[src/rtl/skid_pipeline_if.sv]
// rtl/skid_pipeline_if.sv - valid/ready bundle for skid_pipeline (upstream, downstream, flush, occupancy)
interface skid_pipeline_if #(
    parameter int DATA_WIDTH = 32,
    parameter int STAGES     = 2
);
    localparam int OCC_W = $clog2(2 * STAGES + 1);

    logic [DATA_WIDTH-1:0] in_data;
    logic                  in_valid;
    logic                  in_ready;
    logic [DATA_WIDTH-1:0] out_data;
    logic                  out_valid;
    logic                  out_ready;
    logic                  flush;
    logic [OCC_W-1:0]      occupancy;

    modport slave (
        input  in_data,
        input  in_valid,
        input  out_ready,
        input  flush,
        output in_ready,
        output out_data,
        output out_valid,
        output occupancy
    );

    modport master (
        output in_data,
        output in_valid,
        output out_ready,
        output flush,
        input  in_ready,
        input  out_data,
        input  out_valid,
        input  occupancy
    );
endinterface

[src/rtl/skid_pipeline.sv]
// rtl/skid_pipeline.sv - chain of two-entry skid stages; every ready and valid comes straight from a flop
// Synchronous flush empties all stages; occupancy tracks words held across the chain.
module skid_pipeline #(
    parameter int DATA_WIDTH = 32,
    parameter int STAGES     = 2
) (
    input  logic          clk,
    input  logic          rst_n,
    skid_pipeline_if.slave bus
);
    localparam int OCC_W = $clog2(2 * STAGES + 1);

    typedef enum logic [1:0] {
        ST_EMPTY = 2'd0,
        ST_BUSY  = 2'd1,
        ST_FULL  = 2'd2
    } stage_state_t;

    logic [STAGES-1:0]     w_mv;
    logic [STAGES-1:0]     w_ready_up;
    logic [DATA_WIDTH-1:0] w_m_data [STAGES];

    logic                  w_in_xfer;
    logic                  w_out_xfer;
    logic [OCC_W-1:0]      r_occ;

    for (genvar g = 0; g < STAGES; g++) begin : g_stage
        stage_state_t          r_state;
        stage_state_t          w_state_nxt;
        logic [DATA_WIDTH-1:0] r_m;
        logic [DATA_WIDTH-1:0] r_s;
        logic                  w_up_valid;
        logic [DATA_WIDTH-1:0] w_up_data;
        logic                  w_down_ready;
        logic                  w_accept;
        logic                  w_drain;
        logic                  w_load_m_up;
        logic                  w_load_m_s;
        logic                  w_load_s;

        if (g == 0) begin : g_head
            assign w_up_valid = bus.in_valid;
            assign w_up_data  = bus.in_data;
        end else begin : g_link
            assign w_up_valid = w_mv[g-1];
            assign w_up_data  = w_m_data[g-1];
        end

        if (g == STAGES - 1) begin : g_tail
            assign w_down_ready = bus.out_ready;
        end else begin : g_inner
            assign w_down_ready = w_ready_up[g+1];
        end

        // Both sides of an inter-stage hop evaluate the same mv/!sv pair, so they always agree.
        assign w_accept = w_up_valid && (r_state != ST_FULL);
        assign w_drain  = (r_state != ST_EMPTY) && w_down_ready;

        always_comb begin
            w_state_nxt = r_state;
            w_load_m_up = 1'b0;
            w_load_m_s  = 1'b0;
            w_load_s    = 1'b0;
            if (bus.flush) begin
                w_state_nxt = ST_EMPTY;
            end else begin
                case (r_state)
                    ST_EMPTY: begin
                        if (w_accept) begin
                            w_state_nxt = ST_BUSY;
                            w_load_m_up = 1'b1;
                        end
                    end
                    ST_BUSY: begin
                        if (w_accept && !w_drain) begin
                            w_state_nxt = ST_FULL;
                            w_load_s    = 1'b1;
                        end else if (w_drain && !w_accept) begin
                            w_state_nxt = ST_EMPTY;
                        end else if (w_accept && w_drain) begin
                            w_load_m_up = 1'b1;
                        end
                    end
                    ST_FULL: begin
                        if (w_drain) begin
                            w_state_nxt = ST_BUSY;
                            w_load_m_s  = 1'b1;
                        end
                    end
                    default: w_state_nxt = ST_EMPTY;
                endcase
            end
        end

        always_ff @(posedge clk or negedge rst_n) begin
            if (!rst_n) begin
                r_state <= ST_EMPTY;
            end else begin
                r_state <= w_state_nxt;
            end
        end

        always_ff @(posedge clk or negedge rst_n) begin
            if (!rst_n) begin
                r_m <= '0;
                r_s <= '0;
            end else begin
                if (w_load_m_up) begin
                    r_m <= w_up_data;
                end else if (w_load_m_s) begin
                    r_m <= r_s;
                end
                if (w_load_s) begin
                    r_s <= w_up_data;
                end
            end
        end

        assign w_mv[g]       = (r_state != ST_EMPTY);
        assign w_ready_up[g] = (r_state != ST_FULL);
        assign w_m_data[g]   = r_m;
    end

    assign w_in_xfer  = bus.in_valid && w_ready_up[0];
    assign w_out_xfer = w_mv[STAGES-1] && bus.out_ready;

    always_ff @(posedge clk or negedge rst_n) begin
        if (!rst_n) begin
            r_occ <= '0;
        end else if (bus.flush) begin
            r_occ <= '0;
        end else begin
            r_occ <= r_occ + OCC_W'(w_in_xfer) - OCC_W'(w_out_xfer);
        end
    end

    assign bus.in_ready  = w_ready_up[0];
    assign bus.out_valid = w_mv[STAGES-1];
    assign bus.out_data  = w_m_data[STAGES-1];
    assign bus.occupancy = r_occ;
endmodule

[src/flat_wrapper.sv]
// flat-port wrapper written by rule: the top's interface ports become plain ports
module skid_pipeline_flat 
#(
    parameter int DATA_WIDTH = 32,
    parameter int STAGES     = 2
)
  (clk, rst_n, bus_in_data, bus_in_valid, bus_out_ready, bus_flush, bus_in_ready, bus_out_data, bus_out_valid, bus_occupancy);
  skid_pipeline_if #(.DATA_WIDTH(DATA_WIDTH), .STAGES(STAGES)) bus_i ();
  input  logic clk;
  input  logic rst_n;
  input wire logic [$bits(bus_i.in_data)-1:0] bus_in_data;
  input wire logic [$bits(bus_i.in_valid)-1:0] bus_in_valid;
  input wire logic [$bits(bus_i.out_ready)-1:0] bus_out_ready;
  input wire logic [$bits(bus_i.flush)-1:0] bus_flush;
  output wire logic [$bits(bus_i.in_ready)-1:0] bus_in_ready;
  output wire logic [$bits(bus_i.out_data)-1:0] bus_out_data;
  output wire logic [$bits(bus_i.out_valid)-1:0] bus_out_valid;
  output wire logic [$bits(bus_i.occupancy)-1:0] bus_occupancy;
  assign bus_i.in_data = bus_in_data;
  assign bus_i.in_valid = bus_in_valid;
  assign bus_i.out_ready = bus_out_ready;
  assign bus_i.flush = bus_flush;
  assign bus_in_ready = bus_i.in_ready;
  assign bus_out_data = bus_i.out_data;
  assign bus_out_valid = bus_i.out_valid;
  assign bus_occupancy = bus_i.occupancy;
  skid_pipeline #(.DATA_WIDTH(DATA_WIDTH), .STAGES(STAGES)) u_core (.clk(clk), .rst_n(rst_n), .bus(bus_i));
endmodule
[config.mk]
export PLATFORM = sky130hd
export DESIGN_NAME = skid_pipeline_flat
export DESIGN_NICKNAME = d
export VERILOG_FILES = /design/src/rtl/skid_pipeline_if.sv /design/src/rtl/skid_pipeline.sv /design/src/flat_wrapper.sv
export SDC_FILE = /design/constraint.sdc
export NUM_CORES = 1
export LEC_CHECK = 0
export ABC_AREA = 1
export BUFFER_PORTS_ARGS = -buffer_cell sky130_fd_sc_hd__buf_2
export CELL_PAD_IN_SITES_DETAIL_PLACEMENT = 0
export CELL_PAD_IN_SITES_GLOBAL_PLACEMENT = 1
export CORE_ASPECT_RATIO = 2
export CORE_MARGIN = 2
export CORE_UTILIZATION = 43
export DETAILED_ROUTE_END_ITERATION = 8
export PLACE_DENSITY_LB_ADDON = 0.1
export SETUP_SLACK_MARGIN = 0.15
export SYNTH_ARGS = -nofsm -noshare
export SYNTH_HDL_FRONTEND = slang
export SYNTH_SLANG_ARGS = --single-unit
export TNS_END_PERCENT = 10
[constraint.sdc]
create_clock -name clk -period 2.2 [get_ports clk]
set_input_delay 0.22 -clock clk [delete_from_list [all_inputs] [get_ports clk]]
set_output_delay 0.22 -clock clk [all_outputs]
set_load 0.005 [all_outputs]
# Yosys cells after proc, flatten, opt, wreduce, memory -nomap -nowiden
# Index checks and enable logic that the tools add are counted.
[op_classes] reduce_logical=20 add_sub_neg=2 eq_ne=12 muxes=39
[ops] cell="$mux W32" count=4
[ops] cell="$mux W1" count=21
[ops] cell="$mux W2" count=9
[ops] cell="$ne A3 B2 Y1 const B" count=4
[ops] cell="$pmux W2 S3" count=2
[ops] cell="$logic_and A1 B1 Y1" count=9
[ops] cell="$ne A4 B2 Y1 const B" count=2
[ops] cell="$reduce_bool A2 Y1" count=4
[ops] cell="$reduce_and A3 Y1" count=2
[ops] cell="$eq A2 B1 Y1 const B" count=2
[ops] cell="$eq A2 B2 Y1 const B" count=2
[ops] cell="$logic_not A2 Y1" count=2
[ops] cell="$ne A2 B2 Y1 const B" count=2
[ops] cell="$pmux W1 S2" count=2
[ops] cell="$add A3 B1 Y3" count=1
[ops] cell="$logic_not A1 Y1" count=3
[ops] cell="$mux W3" count=1
[ops] cell="$sub A3 B1 Y3" count=1
[totals] output_inout_bits=37 elab_cells=80 inputBits=37 ff_bits=135

# Depth between registers and ports, before layout
[depth] word_depth=9 depth_mapped=13 mapped_depth_nobuf=11

# Least setup slack after synthesis
# No wires, ideal clock.
[synth_path] path_type="register -> register" startpoint="reg u_core.g_stage[0].r_state[1]" endpoint="reg u_core.g_stage[0].r_m[11]" period_less_slack_ns=1.903 setup_time_ns=0.117 path_buffers=3 t_arrival_ns=1.786 path_stages_with_launch=12 path_slack_ns=0.297 t_required_ns=2.083 path_cell_list="dfrtp_1 buf_2 buf_1 a21oi_1 ha_1 nand3_1 nand2_1 nand2_2 buf_2 nand2_1 nand2_1 nand2_1"
[synth_between] elab_chain_cells=9 word_cells_on_any_way=23 cone_classes="eq/ne (3); mux (10); reduce/logical (10)"
[synth_lines] item="start, declared" line_no="skid_pipeline.sv:28" text="stage_state_t r_state;"
[synth_lines] item="start signal, assigned" line_no="skid_pipeline.sv:99" text="r_state <= w_state_nxt;"
[synth_lines] item="$ne A2 B2 Y1 or $reduce_bool A2 Y1 (tied branches)" line_no="skid_pipeline.sv:56, skid_pipeline.sv:57"
[synth_lines] item="$logic_and A1 B1 Y1 (on tied branches)" line_no="skid_pipeline.sv:56, skid_pipeline.sv:57"
[synth_lines] item="$logic_and A1 B1 Y1 or $logic_not A1 Y1 (tied branches)" line_no="skid_pipeline.sv:80, skid_pipeline.sv:78"
[synth_lines] item="$mux W1 or $logic_and A1 B1 Y1 (tied branches)" line_no="skid_pipeline.sv:80, skid_pipeline.sv:78"
[synth_lines] item="$mux W1" line_no="skid_pipeline.sv:78" text="end else if (w_drain && !w_accept) begin"
[synth_lines] item="$mux W1" line_no="skid_pipeline.sv:75" text="if (w_accept && !w_drain) begin"
[synth_lines] item="$pmux W1 S2" line_no="skid_pipeline.sv:67" text="case (r_state)"
[synth_lines] item="$mux W1" line_no="skid_pipeline.sv:64" text="if (bus.flush) begin"
[synth_lines] item="$mux W32 or $reduce_bool A2 Y1 (tied branches)"
[synth_lines] item="end signal, assigned" line_no="skid_pipeline.sv:109" text="r_m <= w_up_data;"
[synth_lines] item="end signal, assigned" line_no="skid_pipeline.sv:111" text="r_m <= r_s;"
[synth_lines] item="end, declared" line_no="skid_pipeline.sv:30" text="logic [DATA_WIDTH-1:0] r_m;"
# Several ways; a longest one is shown, not always the timed one.
# A chain may end at the register's enable or synchronous reset.

# Worst setup path after layout
[layout_path] startpoint="reg u_core.g_stage[0].r_state[0]" endpoint="reg u_core.g_stage[0].r_m[21]"
# The elaborated chain is that of the path after synthesis.

==> reports/qor.yml <==
synthesis:
  yosys_warnings: 0
  synth-seq-cells: 135
  netlist_area_sq_mm: 0.00662
  seq_area_frac_synth_pct: 51.0
  synth_top_area_share_pct: 51.0
  yosys-top-cells-area: "dfrtp_1, nand2_1, nand3_1, o21ai_1, inv_1"
  async_reset_ff_share_pct: 100
  synth.net_count: 884
  syn_inst: 842
  synth_most_common_cell: "nand2_1"
  yosys_most_used_dff: "dfrtp_1"
  synth_common_cells: "nand2_1, nand3_1, dfrtp_1"
  ys_types: 22
  synth.largest_area_cell: "dfrtp_1"
  avgSynthCellArea_sq_um: 7.86
  synth-edff-count: 0
floorplanning:
  die_y_um: 179
  dieArea_sq_mm: 0.0165
  std_cell_rows: 64
  core-area_sq_mm: 0.0152
  initial_core_util_pct: 43.5
  num_io_pins: 74
  die_w_um: 91.7
routing:
  drcViolationCount: 0
  firstDrtPassIters: 5
  met2WireLength_um: 7870
  via_count: 5629
  drt_iter0_drc: 320
  totalWireLength_um: 15500
  postRouteAntennaNets: 0
  wl_met1_um: 6850
  route.met3.wl_um: 513
  routed.top_layer: "met4"
  avgRoutedWirePerCell_um: 14.0
  viasPerCell: 5.09
power:
  worst_ir_drop_vdd_mv: 0.586
  total_power_mw: 10.9
  leakagePower_nw: 4.25
  powerDensity_mw_per_mm2: 1390
sta:
  finalSetupViolCount: 0
  fmax_ghz: 0.524
  finClkSkew_ps: 7.92
  fin_crit_sh_pct: 86.7
  maxSlewHeadroom_pct: 64.5
  hold_viol_final: 0
  layout_min_cycle_time_ps: 1910
  setup_tns_ps: 0
  drv_slew: 0
  worst_slew_pin_slew_ps: 532
  rsz0062_at_grt: "no"
job:
  cap_violations: 0
setup_path:
  rr_endpoint: "u_core.g_stage[0].r_m[21]"
  end_kind: "flip-flop"
  path_class: "reg -> reg"
  r2r_slack_ps: 290
  rr_worst_depth: 9
  cp_max_fo: 32
  arrival_ps: 2210
  start_kind: "flip-flop"
  r2r-start: "u_core.g_stage[0].r_state[0]"
  critPathRequiredTime_ps: 2500
layout:
  multi_input_comb_area_sq_mm: 0.00262
  fillers: 1516
  register_area_sq_mm: 0.00338
  drive_above_1_share_pct: 15.7
  area_growth_pct: 18.4
  layout.cell_area.non_filler_sq_mm: 0.00784
  diodes: 0
  nets: 936
place:
  place_congestion: 0.779
  dpl.hpwl_um: 10000
  placed_area_sq_mm: 0.00712
  portBuffers: 73
outcome:
  status: "completed"
global_route:
  grt_overflow: 0
  antenna_found_initial: 0
  grt_max_degree: 66
  grt_pass1_vias: 5588
  grt_pass1_wl_um: 27000
  track_usage_pct: 19.9
clocking:
  htreeDepth: 4
  cts_root_buf: "clkbuf_16"
  cts_made_buffers: 17
  clockBufferDepth: 2
  cts_tree: "built"
  path_clk_slew_ps: 60
  clock_latency_ps: 420
  clock_sinks: 135
worst_hold_path:
  hp-start: "bus_in_data[9]"
  worstHoldPathType: "in -> reg"
  min_to: "u_core.g_stage[0].r_s[9]"
  min_path_cells: 3
==> per-stage QoR <==
stage | cells | hold slack, ps | setup slack, ps | util (%)
after floorplan | 842 | -75.6 | 297 | -
after global placement | 1068 | 231 | 301 | 46.8
after detailed placement | 1068 | 224 | 254 | 46.8
after CTS | 1101 | 39.9 | 233 | 51.0
after global routing | 1105 | 52.4 | 170 | 51.5
final | 1105 | 58.0 | 292 | 51.5
==> report_power, final <==
part,switching [mW],internal [mW]
combinational,2.14,1.42
sequential,0.645,3.67
clock,1.12,1.90
total,3.90,6.99
==> state kept, by name (all words and copies together), names as in the netlist <==
signal                  flops
u_core.g_stage.r_s         64
u_core.bus.out_data        32
u_core.g_stage.r_m         32
u_core.g_stage.r_state      4
u_core.bus.occupancy        3
==> per-layer routing <==
metal | vias up | track usage [%]
met5 | - | 0
met4 | 0 | 7.82
met3 | 16 | 4.19
met2 | 131 | 32.1
met1 | 2641 | 26.3
li1 | 2841 | -
==> cell families (layout without fill, tap and decap cells) <==
family,count (synthesis),after routing,share of synthesized area [%]
flip-flops,135,135,51.0
AO/OA/AOI/OAI,67,67,5.06
buffers and inverters,141,206,9.60
adder cells (fa/ha/maj),5,5,1.06
AND/OR/NAND/NOR,492,492,33.0
XOR/XNOR,2,2,0.265
==> area by class of cell <==
class,count,area share [%]
clock buffers,17,5.43
well taps,198,3.16
inverters,78,3.73
repair buffers,96,8.57
flip-flops and latches,135,43.1
multi-input cells,566,33.4
clock inverters,15,2.58
==> what timing repair did <==
action / CTS / global route
setup buffers: 0 / 2
hold endpoints to repair: 53 / 0
setup endpoints to repair: 0 / 70
hold buffers: 1 / 0
gates resized for setup: 0 / 6
==> worst max-delay path by stage <==
stage / startpoint / to / slack [ps] / cells after the start
after detailed placement: u_core.g_stage[0].r_state[1] / u_core.g_stage[0].r_m[27] / 250 / 12
after CTS: u_core.g_stage[0].r_state[1] / u_core.g_stage[0].r_m[27] / 230 / 12
after global routing: u_core.g_stage[0].r_state[0] / u_core.g_stage[0].r_m[22] / 170 / 9
final: u_core.g_stage[0].r_state[0] / u_core.g_stage[0].r_m[21] / 290 / 9
after global placement: u_core.g_stage[0].r_state[0] / u_core.g_stage[0].r_m[25] / 300 / 9
after floorplan: u_core.g_stage[0].r_state[1] / u_core.g_stage[0].r_m[11] / 300 / 11
==> critical path, stage by stage (launching register included) <==
cell	delay [ps]
dfrtp_1	440
inv_2	90
a21oi_1	300
ha_1	220
nand3_1	80
nand2_1	170
buf_8	240
nand3_1	110
nand2_1	90
nand2_1	60
==> cells in the final DEF (no fill, tap or decap), types with 2 or more instances in the layout <==
| cell type | n |
|---|---|
| nand4_1 | 33 |
| o21ai_1 | 66 |
| nor2_1 | 7 |
| dfrtp_1 | 135 |
| nor2_4 | 2 |
| nand2_2 | 4 |
| nand3_2 | 2 |
| bufinv_16 | 4 |
| clkbuf_16 | 19 |
| buf_4 | 11 |
| nand2_1 | 272 |
| inv_2 | 5 |
| buf_6 | 3 |
| clkinvlp_4 | 2 |
| inv_6 | 2 |
| buf_2 | 72 |
| buf_12 | 6 |
| clkinv_4 | 4 |
| inv_1 | 73 |
| nand3_1 | 167 |
| xnor2_1 | 2 |
| nand3b_1 | 2 |
| clkinv_2 | 3 |
| ha_1 | 4 |
Note: power is estimated with default switching activity, not from simulation.
